[config.mk]
export PLATFORM = sky130hd
export DESIGN_NAME = mux4_rr_arbiter_flat
export DESIGN_NICKNAME = d
export VERILOG_FILES = /design/src/rtl/mux4_rr_arbiter_if.sv /design/src/rtl/mux4_rr_arbiter.sv /design/src/flat_wrapper.sv
export SDC_FILE = /design/constraint.sdc
export NUM_CORES = 1
export LEC_CHECK = 0
export BUFFER_PORTS_ARGS = -buffer_cell sky130_fd_sc_hd__buf_2
export CELL_PAD_IN_SITES_DETAIL_PLACEMENT = 1
export CELL_PAD_IN_SITES_GLOBAL_PLACEMENT = 2
export CORE_MARGIN = 3
export CORE_UTILIZATION = 28
export CTS_BUF_LIST = sky130_fd_sc_hd__clkbuf_16
export DETAILED_ROUTE_END_ITERATION = 10
export GPL_ROUTABILITY_DRIVEN = 0
export PLACE_DENSITY_LB_ADDON = 0.1
export SYNTH_ARGS = -nofsm -noshare
export SYNTH_HDL_FRONTEND = slang
export SYNTH_SLANG_ARGS = --single-unit
[constraint.sdc]
create_clock -name clk -period 3.04 [get_ports clk]
set_input_delay 0 -clock clk [delete_from_list [all_inputs] [get_ports clk]]
set_output_delay 0 -clock clk [all_outputs]
set_load 0.01 [all_outputs]
[src/rtl/mux4_rr_arbiter_if.sv]
// Request/data bundle between the four sources and the round-robin mux arbiter.
// The master side drives req/din; the slave side (the arbiter) drives grant, select and muxed data.
interface mux4_rr_arbiter_if #(
    parameter int DW = 1
);
    logic [3:0]      req;
    logic [4*DW-1:0] din;
    logic [3:0]      gnt;
    logic [1:0]      sel;
    logic            valid;
    logic [DW-1:0]   y;
    logic            timeout;

    modport master (
        output req, din,
        input  gnt, sel, valid, y, timeout
    );

    modport slave (
        input  req, din,
        output gnt, sel, valid, y, timeout
    );
endinterface

[src/rtl/mux4_rr_arbiter.sv]
// Round-robin arbiter for a 4:1 mux: one owner at a time, encoded select, registered muxed data.
// Optional tenure limit is compiled in with the MUX4_ARB_TIMEOUT_EN macro.
module mux4_rr_arbiter #(
    parameter int DW       = 1,
    parameter int MAX_HOLD = 15
) (
    input  logic               clk,
    input  logic               rst,
    mux4_rr_arbiter_if.slave   bus
);

    typedef enum logic {IDLE, GRANT} state_t;

    state_t          state_q, state_d;
    logic [1:0]      ptr_q, ptr_d;
    logic [1:0]      sel_q, sel_d;
    logic [DW-1:0]   y_q, y_d;
    logic [2:0]      pick;
    logic            others;
    logic            expire;
    logic            revoke;

    if (MAX_HOLD < 1 || MAX_HOLD > 255) begin : g_bad_max_hold
        $error("mux4_rr_arbiter: MAX_HOLD must be within 1..255");
    end

    // Returns {found, index} of the first set request at or above start, wrapping 3 -> 0.
    function automatic logic [2:0] rr_pick(input logic [3:0] r, input logic [1:0] start);
        logic [2:0] res;
        logic [1:0] idx;
        res = 3'b000;
        for (int k = 3; k >= 0; k--) begin
            idx = start + 2'(k);
            if (r[idx]) begin
                res = {1'b1, idx};
            end
        end
        return res;
    endfunction

    assign others = |(bus.req & ~(4'b0001 << sel_q));

    always_comb begin
        state_d = state_q;
        ptr_d   = ptr_q;
        sel_d   = sel_q;
        pick    = 3'b000;
        revoke  = 1'b0;
        case (state_q)
            IDLE: begin
                pick = rr_pick(bus.req, ptr_q);
                if (pick[2]) begin
                    state_d = GRANT;
                    sel_d   = pick[1:0];
                end
            end
            GRANT: begin
                revoke = bus.req[sel_q] & expire & others;
                if (!bus.req[sel_q] || revoke) begin
                    // Released owner drops to lowest priority; hand over in the same cycle.
                    ptr_d = sel_q + 2'd1;
                    pick  = rr_pick(bus.req, sel_q + 2'd1);
                    if (pick[2]) begin
                        sel_d = pick[1:0];
                    end else begin
                        state_d = IDLE;
                        sel_d   = 2'b00;
                    end
                end
            end
            default: begin
                state_d = IDLE;
                sel_d   = 2'b00;
            end
        endcase
        y_d = (state_d == GRANT) ? bus.din[int'(sel_d)*DW +: DW] : '0;
    end

    always_ff @(posedge clk) begin
        if (rst) begin
            state_q <= IDLE;
            ptr_q   <= 2'b00;
            sel_q   <= 2'b00;
            y_q     <= '0;
        end else begin
            state_q <= state_d;
            ptr_q   <= ptr_d;
            sel_q   <= sel_d;
            y_q     <= y_d;
        end
    end

`ifdef MUX4_ARB_TIMEOUT_EN
    localparam logic [7:0] HOLD = 8'(MAX_HOLD);

    logic [7:0] cnt_q, cnt_d;
    logic       new_grant;
    logic       timeout_q;

    // cnt_q + 1 is the number of GRANT cycles the current owner has held once this edge is taken.
    assign expire    = ({1'b0, cnt_q} + 9'd1) >= {1'b0, HOLD};
    assign new_grant = (state_d == GRANT) && ((state_q == IDLE) || (sel_d != sel_q));

    always_comb begin
        cnt_d = 8'd0;
        if (new_grant) begin
            cnt_d = 8'd0;
        end else if (state_q == GRANT) begin
            cnt_d = (cnt_q >= HOLD) ? HOLD : cnt_q + 8'd1;
        end
    end

    always_ff @(posedge clk) begin
        if (rst) begin
            cnt_q     <= 8'd0;
            timeout_q <= 1'b0;
        end else begin
            cnt_q     <= cnt_d;
            timeout_q <= revoke;
        end
    end

    assign bus.timeout = timeout_q;
`else
    assign expire      = 1'b0;
    assign bus.timeout = 1'b0;
`endif

    assign bus.valid = (state_q == GRANT);
    assign bus.gnt   = (state_q == GRANT) ? (4'b0001 << sel_q) : 4'b0000;
    assign bus.sel   = sel_q;
    assign bus.y     = y_q;

endmodule
[src/flat_wrapper.sv]
// flat-port wrapper written by rule: the top's interface ports become plain ports
module mux4_rr_arbiter_flat 
#(
    parameter int DW       = 1,
    parameter int MAX_HOLD = 15
)
  (clk, rst, bus_req, bus_din, bus_gnt, bus_sel, bus_valid, bus_y, bus_timeout);
  mux4_rr_arbiter_if #(.DW(DW)) bus_i ();
  input  logic clk;
  input  logic rst;
  input wire logic [$bits(bus_i.req)-1:0] bus_req;
  input wire logic [$bits(bus_i.din)-1:0] bus_din;
  output wire logic [$bits(bus_i.gnt)-1:0] bus_gnt;
  output wire logic [$bits(bus_i.sel)-1:0] bus_sel;
  output wire logic [$bits(bus_i.valid)-1:0] bus_valid;
  output wire logic [$bits(bus_i.y)-1:0] bus_y;
  output wire logic [$bits(bus_i.timeout)-1:0] bus_timeout;
  assign bus_i.req = bus_req;
  assign bus_i.din = bus_din;
  assign bus_gnt = bus_i.gnt;
  assign bus_sel = bus_i.sel;
  assign bus_valid = bus_i.valid;
  assign bus_y = bus_i.y;
  assign bus_timeout = bus_i.timeout;
  mux4_rr_arbiter #(.DW(DW), .MAX_HOLD(MAX_HOLD)) u_core (.clk(clk), .rst(rst), .bus(bus_i));
endmodule
# --- Yosys cells after proc, flatten, opt, wreduce, memory -nomap -nowiden ---
# Index checks and enable logic that the tools add are counted.
totals:
  reg_bits: 6
  in_bits: 10
  output_inout_bits: 9
  wordCells: 65
classes:
  n_addsub: 7
  n_lt_le_gt_ge: 9
  n_shift: 2
  n_mux: 38
  bitwise_logic: 3
  reduce_logical: 2
ops:
  columns: ["operator", "count"]
  rows:
  - ["2-to-1 mux 3 bit", 11]
  - ["less-than comparator 2 x 3 -> 1 bit, second input constant", 9]
  - ["binary-select mux 1 bit (select 2 bit)", 9]
  - ["2-to-1 mux 1 bit", 12]
  - ["adder 2 bit, second input constant", 4]
  - ["adder 2 x 1 -> 2 bit, second input constant", 3]
  - ["2-to-1 mux 2 bit", 3]
  - ["2-to-1 mux 4 bit", 1]
  - ["one-hot mux 2 bit (2 select lines)", 1]
  - ["indexed part select 4 x 3 -> 1 bit", 1]
  - ["left shift 1 x 2 -> 4 bit, first input constant", 1]
  - ["inverter 1 bit", 3]
  - ["one-hot mux 1 bit (2 select lines)", 1]
  - ["AND reduction 2 bit", 1]
  - ["OR reduction 2 bit", 1]

# --- Longest topological paths before layout ---
# Gate-level depths: netlist (run 1).
logic_depth:
  depth_word: 15
  ltp_mapped: 9
  depth_no_buf: 8

# --- Least setup slack after synthesis (run 1) ---
# Ideal clock, no wire load.
synth_timing:
  path_type: "register to register"
  from: "reg u_core.sel_q[0] (netlist: u_core.bus.sel[0])"
  to: "reg u_core.y_q (netlist: u_core.bus.y)"
  setup_ns: 0.124
  arrival_ns: 2.230
  required_ns: 2.916
  path_slack_ns: 0.686
  stages_incl_launch_ff: 10
  path_buffers: 1
  synth_period_minus_slack_ns: 2.354
  path_cell_list: "dfxtp_1 clkbuf_4 inv_2 ha_1 and4b_1 a41oi_1 a41oi_1 o32a_1 a211oi_2 a211oi_2"
synth_between:
  elab_chain_len: 15
  elab_cells_between_ends: 30
  classes_between: "add/sub: 4; shift: 1; mux: 23; bitwise: 1; reduce/logical: 1"
synth_rtl:
  columns: ["element", "line", "rtl"]
  rows:
  - ["start, declared", "mux4_rr_arbiter.sv:16", "logic [1:0] sel_q, sel_d;"]
  - ["start signal, assigned", "mux4_rr_arbiter.sv:88", "sel_q <= sel_d;"]
  - ["parallel branches: the longest is 15 deep, another holds adder 2 x 1 -> 2 bit", null, null]
  - ["end signal, assigned", "mux4_rr_arbiter.sv:89", "y_q <= y_d;"]
  - ["end, declared", "mux4_rr_arbiter.sv:17", "logic [DW-1:0] y_q, y_d;"]
# Several ways; the timed one is not identified. The select of a mux whose other input is x is not followed.
# A chain may end at the register's enable or synchronous reset.

# --- Worst setup path after layout (run 1) ---
layout_timing:
  from: "reg u_core.sel_q[1] (netlist: u_core.bus.sel[1])"
  to: "reg u_core.y_q (netlist: u_core.bus.y)"
# The elaborated chain is that of the path after synthesis.

==> summary.md, run 1 <==
| Metric | Value |
|---|---|
| Top-count cell post-synth | `nor2_1` |
| Nets | `111` |
| Worst setup EP type | `register` |
| FP Rows | `16` |
| Drt pass-1 iters | `4` |
| Initial antenna violation count | `0` |
| Area growth syn-to-layout | `23.5%` |
| WP buf/inv | `1` |
| Register area share after synthesis | `0.182` |
| Synth Cell Area | `659 um^2` |
| Max incr delay on CP | `0.47 ns` |
| Wire per inst | `15.5 um` |
| CTS root buffer | `clkbuf_16` |
| Vias/cell | `5.29` |
| CTS max path bufs | `2` |
| Gr usage total | `0.144` |
| F_max | `436 MHz` |
| H-Tree Depth | `1` |
| RSZ-0062 raised after global routing | `no` |
| Mapped Cells | `80` |
| Antenna Cells | `0` |
| Crit start category | `register` |
| # resized after CTS | `0` |
| Largest cells by area after synthesis | `dfxtp_1 18%, ha_1 7.6%, mux2i_1 6.1%` |
| Ys Warns | `0` |
| Leakage | `0.375 nW` |
| Sw power | `121 uW` |
| I/O Buffers | `17` |
| Die area | `2970 um^2` |
| Post-CTS Setup Bufs | `0` |
| Max_cap viols | `0` |
| Critical path peak fanout | `8` |
| CP top delay family | `compound AO/OA/AOI/OAI gates` |
| Crit path DAT | `2.40 ns` |
| Fill count | `275` |
| HPWL after DPL | `1.42 mm` |
| Post-synth EDFFs | `0` |
| Critical-path top delay cell | `dfxtp_1` |
| Async set or reset register ratio after synthesis | `0` |
| Count of final setup violators | `0` |
| Min Tclk post-route | `2.29 ns` |
| First-pass GRT wire length | `3.02 mm` |
| Routed Wire Length | `1.89 mm` |
| Final Max Tran Viols | `0` |
| Most used DFF post-synth | `dfxtp_1` |
| Avg Cell Area, Syn | `8.24 um^2` |
| Clock power share | `0.510` |
| Hold slack | `-0.00375 ns` |
| Vias in the first global route | `599` |
| Post-route ant nets | `0` |
| Crit path kind | `register to register` |
| Logic pwr share | `0.266` |
| Grt ovf | `0` |
| Syn Nets | `94` |
| Post-synth top cells | `10 x nor2_1, 6 x dfxtp_1, 6 x inv_1` |
| Failing checks | `hold timing` |
| Clk sink count | `6` |
| Share of cells above drive strength 1 | `0.316` |
| Number of synthesized register bits | `6` |
| Clock transition at the registers of the reported paths | `0.04 ns` |
| Setup TNS | `0 ns` |
| Max Clock Skew | `0.000970 ns` |
| Core Footprint | `2100 um^2` |
| Hold Vio Cnt, Final | `1` |
| Synth unique cells | `40` |
| CTS tree | `built` |
| Tcrit/Tclk final | `0.754` |
| Starting DRT DRC Count | `11` |
| Clk Latency, worst-skew pair | `0.23 ns` |
| Pin count of the biggest net entering global routing | `14` |
| Top cell type's share of synthesized area | `0.182` |
| PwrDens | `528 nW/um^2` |
| Net Sw Frac | `0.282` |
| IR drop worst, VDD | `0.301 mV` |
| Tightest Hold Check Type | `input pin to register` |
| Initial core utilization | `0.314` |
| Die width | `54.5 um` |
| P_int | `309 uW` |
| Required @ worst endpoint | `3.15 ns` |
| Status | `finished with violations` |
| Sequential power share | `0.224` |
| Cts bufs inserted | `3` |
| Die Height | `54.5 um` |
| Worst-path cell chain | `inv_1 -> ha_1 -> and4b_1 -> a41oi_1 -> a41oi_1 -> o32a_1 -> a211oi_2 -> a211oi_2` |
| Synth area leader | `dfxtp_1` |
| DR vias | `645` |
| I/O pin count | `19` |
| Residual DRC | `0` |
| Total power | `430 uW` |
| Hold buffer count at cts | `0` |
==> power by group through the flow <==
stage                     sequential [mW]  clock (mW)  combinational [mW]
after detailed placement           0.0976           0               0.115
final                              0.0963       0.220               0.115
after global placement             0.0972           0               0.116
after CTS                          0.0964       0.223               0.116
after floorplan                    0.0968           0              0.0848
after global routing               0.0975       0.227               0.128
==> per-layer routing <==
metal / share of wire / up-vias / global-route usage / wire [um]
met1: 0.49 / 305 / 0.192 / 921
met3: 0.048 / 2 / 0.0245 / 90
met4: 0.010 / 0 / 0.0498 / 19
met2: 0.45 / 20 / 0.231 / 859
li1: - / 318 / - / -
met5: 0 / - / 0 / 0
==> cells in the final DEF (no fill, tap or decap), types with 3 or more instances in the layout <==
master and instances:
clkbuf_16 3, nor2_1 10, mux2i_1 4, dfxtp_1 6
and2_1 4, inv_1 6, a21oi_1 3, buf_2 17
nand2b_1 3, ha_1 4
==> cells by family (layout without fill, tap and decap cells) <==
logic type	Yosys count	after routing	share of synthesized area
simple gates	28	28	0.252
compound gates	23	23	0.279
buf+inv	13	28	0.110
flops	6	6	0.182
mux	5	5	0.0949
fa+ha+maj	4	4	0.0759
other cells	1	1	0.00569
==> final timing paths <==
check                                                    end                         start  depth (start not counted)  slack, ns
worst max-delay path                 u_core.bus.y$_SDFF_PP0_  u_core.bus.sel[1]$_SDFF_PP0_                          8       0.75
worst min-delay path            u_core.ptr_q[1]$_SDFFE_PP0P_                           rst                          2     -0.004
worst max register to register       u_core.bus.y$_SDFF_PP0_  u_core.bus.sel[1]$_SDFF_PP0_                          8       0.75
worst min register to register  u_core.ptr_q[0]$_SDFFE_PP0P_  u_core.ptr_q[0]$_SDFFE_PP0P_                          2       0.59
==> worst register-to-register path, cell delays in order (launching register included) <==
cell and delay (ns):
dfxtp_1 0.47, inv_1 0.10, ha_1 0.37, and4b_1 0.24, a41oi_1 0.16, a41oi_1 0.14
o32a_1 0.40, a211oi_2 0.23, a211oi_2 0.06
==> final cells by class <==
class                      count  area (um^2)  area share
sequential                     6          120       0.147
multi-input combinational     61          467       0.573
inverter                       7         26.3      0.0323
tap                           27         33.8      0.0415
clock buffer                   3         75.1      0.0922
timing repair buffer          18         92.6       0.114
==> metrics by stage <==
step	hold slack, ns	worst slack, ns	cell area [um^2]	utilization	instances
finish	-0.00375	0.747	815	0.388	122
global route	0.0182	0.593	815	0.388	122
CTS	0.00232	0.724	815	0.388	122
detailed placement	0.241	0.736	739	0.352	119
global placement	0.241	0.811	739	0.352	119
floorplan	0.0724	0.686	659	-	80
==> registers in the layout, indices dropped and copies added (netlist names) <==
signal and cells:
u_core.bus.sel 2, u_core.bus.valid 1, u_core.bus.y 1, u_core.ptr_q 2
No activity file was read; power rests on OpenSTA's default activity.
==> inputs of run 2 (changes only) <==
--- a/config.mk
+++ b/config.mk
@@ -9,7 +9,7 @@
 export CELL_PAD_IN_SITES_DETAIL_PLACEMENT = 1
 export CELL_PAD_IN_SITES_GLOBAL_PLACEMENT = 2
 export CORE_MARGIN = 3
-export CORE_UTILIZATION = 28
+export CORE_UTILIZATION = 25
 export CTS_BUF_LIST = sky130_fd_sc_hd__clkbuf_16
 export DETAILED_ROUTE_END_ITERATION = 10
 export GPL_ROUTABILITY_DRIVEN = 0
==> constraint.sdc (replaced) <==
create_clock -name clk -period 2.05 [get_ports clk]
set_input_delay 0 -clock clk [delete_from_list [all_inputs] [get_ports clk]]
set_output_delay 0 -clock clk [all_outputs]
set_load 0.01 [all_outputs]
==> run 2 against run 1 <==
The run now ends clean. Worst setup slack got worse by 0.65 ns. Non-clock buffer count rose by 3. Count of clock-buffer cells in the layout did not move. Global-route usage fell by 2.0 points. Sequential share of layout area fell by 0.52 points. Final cell count rose by 4.1%. First-iteration DRC count fell by 18%. Cell area rose by 8.0%. Sequential power rose by 47%. Maximum frequency rose by 18%. Utilization fell by 1.5 points. Critical endpoint unchanged. Wire length rose by 2.8%.
==> summary.md, run 2 (synthesis gave the netlist of run 1 again) <==
| Metric | Value |
|---|---|
| Status | `finished, final reports clean` |
| CTS root buffer | `clkbuf_16` |
| Gr usage total | `0.124 (-0.0198)` |
| Routed Wire Length | `1.94 mm (+2.8%)` |
| F_max | `513 MHz (+18%)` |
| Die width | `57.4 um (+5.2%)` |
| Core Util, Final | `0.373 (-0.0150)` |
| Sw power | `186 uW (+53%)` |
| CP startpoint | `u_core.bus.sel[0]$_SDFF_PP0_` |
| Worst setup EP type | `register` |
| Highest Signal Layer | `met4` |
| IR drop worst, VDD | `0.392 mV (+30%)` |
| Clk Latency, worst-skew pair | `0.23 ns (about the same)` |
| Clock power share | `0.493 (-0.017)` |
| Hold_sp | `bus_din[1]` |
| M1 wire length | `905 um (-1.7%)` |
| CTS max path bufs | `2 (unchanged)` |
| Tightest Hold Check Type | `input pin to register` |
| Post-route ant nets | `0 (unchanged)` |
| Drt pass-1 iters | `4 (unchanged)` |
| Crit start category | `register` |
| Max Clock Skew | `0.00178 ns (+0.000805 ns)` |
| Max_cap viols | `0 (unchanged)` |
| PwrDens | `749 nW/um^2 (+42%)` |
| Reg2reg path depth | `8 (unchanged)` |
| Commonest non-fill, non-tap cell in the layout | `buf_2` |
| Core Footprint | `2360 um^2 (+12%)` |
| I/O Buffers | `17 (unchanged)` |
| Cts bufs inserted | `3 (unchanged)` |
| Nets | `114 (+2.7%)` |
| Commonest non-fill, non-tap cells in the layout | `17 x buf_2, 10 x nor2_1, 7 x inv_1` |
| Wire per inst | `15.3 um (-1.2%)` |
| Starting DRT DRC Count | `9 (-2)` |
| Critical path peak fanout | `7 (-1)` |
| Sequential power share | `0.216 (-0.008)` |
| Fill count | `298 (+8.4%)` |
| RSZ-0062 raised after global routing | `no` |
| R2r startpoint | `u_core.bus.sel[0]$_SDFF_PP0_` |
| Worst hold path stage count | `3 (+1)` |
| Reg area | `125 um^2 (+4.2%)` |
| Die Height | `57.4 um (+5.2%)` |
| Initial antenna violation count | `0 (unchanged)` |
| Crit path kind | `register to register` |
| HPWL after DPL | `1.43 mm (+1.2%)` |
| Total power | `659 uW (+53%)` |
| Min Tclk post-route | `1.95 ns (-0.342 ns)` |
| Clk sink count | `6 (unchanged)` |
| Area growth syn-to-layout | `33.4%` |
| Grt ovf | `0 (unchanged)` |
| Crit path DAT | `2.06 ns (-0.34 ns)` |
| Count of final setup violators | `0 (unchanged)` |
| Clock transition at the registers of the reported paths | `0.04 ns (about the same)` |
| Met3 wire len | `86 um (-4.4%)` |
| P_int | `473 uW (+53%)` |
| Final Max Tran Viols | `0 (unchanged)` |
| Hold Vio Cnt, Final | `0 (-1)` |
| Net Sw Frac | `0.283 (+0.000601)` |
| Antenna Cells | `0 (unchanged)` |
| I/O pin count | `19 (unchanged)` |
| Leakage | `0.400 nW (+6.5%)` |
| DR vias | `674 (+4.5%)` |
| Pin count of the biggest net entering global routing | `13 (-1)` |
| Logic pwr share | `0.292 (+0.026)` |
| Setup TNS | `0 ns (unchanged)` |
| H-Tree Depth | `1 (unchanged)` |
| CTS tree | `built` |
| Initial core utilization | `0.279 (-0.0344)` |
| FP Rows | `17 (+1)` |
| First-pass GRT wire length | `3.18 mm (+5.5%)` |
| DR WL met2 | `909 um (+5.8%)` |
| Vias in the first global route | `656 (+9.5%)` |
| Worst reg2reg setup slack | `0.1 ns (-0.65 ns)` |
| Area of the multi-input gates | `494 um^2 (+5.9%)` |
| Residual DRC | `0 (unchanged)` |
| Required @ worst endpoint | `2.16 ns (-0.99 ns)` |
| Share of cells above drive strength 1 | `0.374 (+0.0579)` |
| Vias/cell | `5.31 (+0.38%)` |
| Tcrit/Tclk final | `0.952 (+0.198)` |
| Die area | `3290 um^2 (+11%)` |
## run 2: what timing repair did
item                                    4_1_cts  5_1_grt
endpoints found under the hold margin         2        0
resized for setup                             0        3
hold buffers                                  1        0
endpoints found under the setup margin        0        1
setup buffers                                 0        0
## run 2: per-stage QoR
step	std cells	setup slack (ns)	hold WS [ns]	cell area [um^2]
after CTS	127	0.0592	0.127	862
after detailed placement	122	0.0625	0.235	773
after global placement	122	0.0757	0.230	773
final	127	0.0988	0.125	880
after global routing	127	0.0381	0.137	880
after floorplan	80	0.0191	0.0627	683
## run 2: per-layer routing
metal  up-vias  global-route usage
li1        326                   -
met2        15               0.195
met5         -                   0
met3         5              0.0249
met4         0              0.0695
met1       328               0.156
## run 2: worst max-delay path, stage by stage, from the launching register on
cell and delay, ns:
dfxtp_4 0.35, inv_4 0.09, ha_4 0.22, and4b_1 0.21, a41oi_2 0.17, a41oi_2 0.14, o32a_1 0.40, a211oi_2 0.18
a211oi_2 0.06
## run 2: worst paths after layout
kind                                        to
setup / recovery       u_core.bus.y$_SDFF_PP0_
hold / removal         u_core.bus.y$_SDFF_PP0_
setup reg to reg       u_core.bus.y$_SDFF_PP0_
hold reg to reg   u_core.ptr_q[0]$_SDFFE_PP0P_
## run 2: power groups by stage
stage / combinational, mW / sequential, mW / clock, mW
2_1_floorplan: 0.133 / 0.144 / 0
3_3_place_gp: 0.186 / 0.143 / 0
3_5_place_dp: 0.186 / 0.143 / 0
4_1_cts: 0.188 / 0.141 / 0.332
5_1_grt: 0.212 / 0.145 / 0.337
6_report: 0.192 / 0.142 / 0.325
## run 2: area by class of cell
cell class | instances | area share
timing repair buffer | 21 | 0.134
tap | 28 | 0.0398
inverter | 7 | 0.0327
sequential | 6 | 0.142
multi-input combinational | 61 | 0.562
clock buffer | 3 | 0.0853
clock inverter | 1 | 0.00427
==> inputs of run 3 (changes only) <==
--- a/config.mk
+++ b/config.mk
@@ -8,6 +8,7 @@
 export BUFFER_PORTS_ARGS = -buffer_cell sky130_fd_sc_hd__buf_2
 export CELL_PAD_IN_SITES_DETAIL_PLACEMENT = 1
 export CELL_PAD_IN_SITES_GLOBAL_PLACEMENT = 2
+export CORE_ASPECT_RATIO = 1.75
 export CORE_MARGIN = 3
 export CORE_UTILIZATION = 25
 export CTS_BUF_LIST = sky130_fd_sc_hd__clkbuf_16
==> run 3 against run 2 <==
Clock power is essentially flat. Cell area grew 0.57%. Critical endpoint unchanged. Utilization shrank 1.8 points. Register-to-register slack is essentially flat. Worst hold slack gained 0.0028 ns. Worst setup slack gained 0.012 ns. Count of clock-buffer cells in the layout is the same. Maximum frequency grew 0.60%. Critical path depth is the same. Final cell count shrank 0.79%. Die area grew 0.74%. Non-clock buffer count grew 1.
==> summary.md, run 3 (synthesis gave the netlist of run 1 again) <==
| Metric | Value |
|---|---|
| R2r endpoint | `u_core.bus.y$_SDFF_PP0_` |
| Clk Latency, worst-skew pair | `0.23 ns (about the same)` |
| I/O pin count | `19 (unchanged)` |
| Critical path peak fanout | `7 (unchanged)` |
| Starting DRT DRC Count | `12 (+3)` |
| Routed Wire Length | `2.01 mm (+3.2%)` |
| Final Max Tran Viols | `0 (unchanged)` |
| Gr usage total | `0.131 (+0.00746)` |
| Tightest Hold Check Type | `input pin to register` |
| Crit path top cell by count | `a41oi_2` |
| CP top delay family | `compound AO/OA/AOI/OAI gates` |
| Leakage | `0.404 nW (+1.1%)` |
| Max_cap viols | `0 (unchanged)` |
| F_max | `516 MHz (+0.60%)` |
| Min Tclk post-route | `1.94 ns (-0.0117 ns)` |
| Critical-path top delay cell | `o32a_1` |
| Clk sink count | `6 (unchanged)` |
| Hold Vio Cnt, Final | `0 (unchanged)` |
| DR vias | `681 (+1.0%)` |
| Grt ovf | `0 (unchanged)` |
| IR drop worst, VDD | `0.498 mV (+27%)` |
| First-pass GRT wire length | `3.17 mm (-0.19%)` |
| H-Tree Depth | `1 (unchanged)` |
| FP Rows | `24 (+7)` |
| Max incr delay on CP | `0.37 ns (-0.03 ns)` |
| PwrDens | `750 nW/um^2 (+0.17%)` |
| CTS root buffer | `clkbuf_16` |
| Die Height | `73.9 um (+29%)` |
| Crit start category | `register` |
| Wire per inst | `15.9 um (+4.0%)` |
| Nets | `115 (+0.88%)` |
| Initial core utilization | `0.265 (-0.0147)` |
| HPWL after DPL | `1.57 mm (+9.7%)` |
| Commonest non-fill, non-tap cells in the layout | `17 x buf_2, 10 x nor2_1, 7 x inv_1` |
| Pin count of the biggest net entering global routing | `13 (unchanged)` |
| Tcrit/Tclk final | `0.946 (-0.00570)` |
| Worst-path cell chain | `inv_1 -> ha_4 -> and4b_1 -> a41oi_2 -> a41oi_2 -> o32a_1 -> buf_4 -> a211oi_2` |
| Initial antenna violation count | `0 (unchanged)` |
| Vias/cell | `5.40 (+1.8%)` |
| Residual DRC | `0 (unchanged)` |
| Reg2reg path depth | `8 (unchanged)` |
| Max Clock Skew | `0.000847 ns (-0.000929 ns)` |
| Crit path kind | `register to register` |
| Antenna Cells | `0 (unchanged)` |
| Worst reg2reg setup slack | `0.11 ns (about the same)` |
| Share of cells above drive strength 1 | `0.380 (+0.00626)` |
| Vias in the first global route | `658 (+0.30%)` |
| Clock transition at the registers of the reported paths | `0.03 ns (about the same)` |
| Worst hold path endpoint | `u_core.bus.y$_SDFF_PP0_` |
| Total power | `664 uW (+0.74%)` |
| Hold_sp | `bus_din[1]` |
| Worst setup EP type | `register` |
| Status | `finished, final reports clean` |
| Crit path DAT | `2.09 ns (+0.03 ns)` |
| Fill count | `308 (+3.4%)` |
| Count of final setup violators | `0 (unchanged)` |
| Post-route ant nets | `0 (unchanged)` |
| Required @ worst endpoint | `2.20 ns (+0.04 ns)` |
| Area growth syn-to-layout | `34.2%` |
| Cts bufs inserted | `3 (unchanged)` |
| Commonest non-fill, non-tap cell in the layout | `buf_2` |
| Setup TNS | `0 ns (unchanged)` |
| Die area | `3310 um^2 (+0.74%)` |
| Final WS setup | `0.110 ns (+0.0117 ns)` |
| CTS max path bufs | `2 (unchanged)` |
| Core Footprint | `2490 um^2 (+5.6%)` |
| I/O Buffers | `17 (unchanged)` |
| CTS tree | `built` |
| Die width | `44.8 um (-22%)` |
| Drt pass-1 iters | `2 (-2)` |
| Minimum setup slack after placement | `0.0625 ns (-0.0000133 ns)` |
| Worst hold path stage count | `3 (unchanged)` |
| RSZ-0062 raised after global routing | `no` |
| R2r startpoint | `u_core.bus.sel[1]$_SDFF_PP0_` |
| WP buf/inv | `2 (+1)` |
==> run 3: stage by stage <==
step	hold slack, ns	instances	util	area [um^2]
2_1_floorplan	0.0627	80	-	683
3_3_place_gp	0.238	119	0.306	763
3_5_place_dp	0.235	119	0.306	763
4_1_cts	0.134	124	0.342	852
5_1_grt	0.174	126	0.355	885
6_report	0.128	126	0.355	885
==> run 3: timing repair <==
item                       in CTS  in global routing
hold buffers                    1                  0
resized for setup               0                  3
hold endpoints to repair        1                  0
setup endpoints to repair       0                  1
setup buffers                   0                  2
==> run 3: per-layer routing <==
metal	GRT usage	vias to the layer above	share of wire	wire length, um
li1	-	325	-	-
met1	0.150	339	0.40	807
met2	0.232	14	0.54	1090
met3	0.0218	3	0.037	74
met4	0.0586	0	0.018	36
met5	0	-	0	0
==> run 3: layout make-up <==
| class | count | area (um^2) | area share |
|---|---|---|---|
| clock inverter | 1 | 3.75 | 0.00424 |
| tap | 26 | 32.5 | 0.0368 |
| multi-input combinational | 61 | 494 | 0.559 |
| inverter | 7 | 28.8 | 0.0325 |
| clock buffer | 3 | 75.1 | 0.0849 |
| timing repair buffer | 22 | 125 | 0.141 |
| sequential | 6 | 125 | 0.141 |
==> run 3: power breakdown <==
| group | total (mW) | switching, mW | internal (mW) |
|---|---|---|---|
| Combinational | 0.196 | 0.101 | 0.0951 |
| Sequential | 0.143 | 0.0145 | 0.129 |
| Clock | 0.324 | 0.0711 | 0.253 |
==> run 3: worst max path at each step <==
stage / startpoint / endpoint / slack (ns) / cells past startpoint
after floorplan: u_core.bus.sel[0]$_SDFF_PP0_ / u_core.bus.y$_SDFF_PP0_ / 0.02 / 9
after global placement: u_core.bus.sel[0]$_SDFF_PP0_ / u_core.bus.y$_SDFF_PP0_ / 0.1 / 8
after detailed placement: u_core.bus.sel[0]$_SDFF_PP0_ / u_core.bus.y$_SDFF_PP0_ / 0.06 / 8
after CTS: u_core.bus.sel[0]$_SDFF_PP0_ / u_core.bus.y$_SDFF_PP0_ / 0.05 / 8
after global routing: u_core.bus.sel[1]$_SDFF_PP0_ / u_core.bus.y$_SDFF_PP0_ / 0.003 / 8
final: u_core.bus.sel[1]$_SDFF_PP0_ / u_core.bus.y$_SDFF_PP0_ / 0.11 / 8
==> run 3: worst register-to-register path, stage by stage, from the launching register on <==
cell	delay [ns]
dfxtp_2	0.32
inv_1	0.08
ha_4	0.28
and4b_1	0.22
a41oi_2	0.17
a41oi_2	0.13
o32a_1	0.37
buf_4	0.15
a211oi_2	0.16
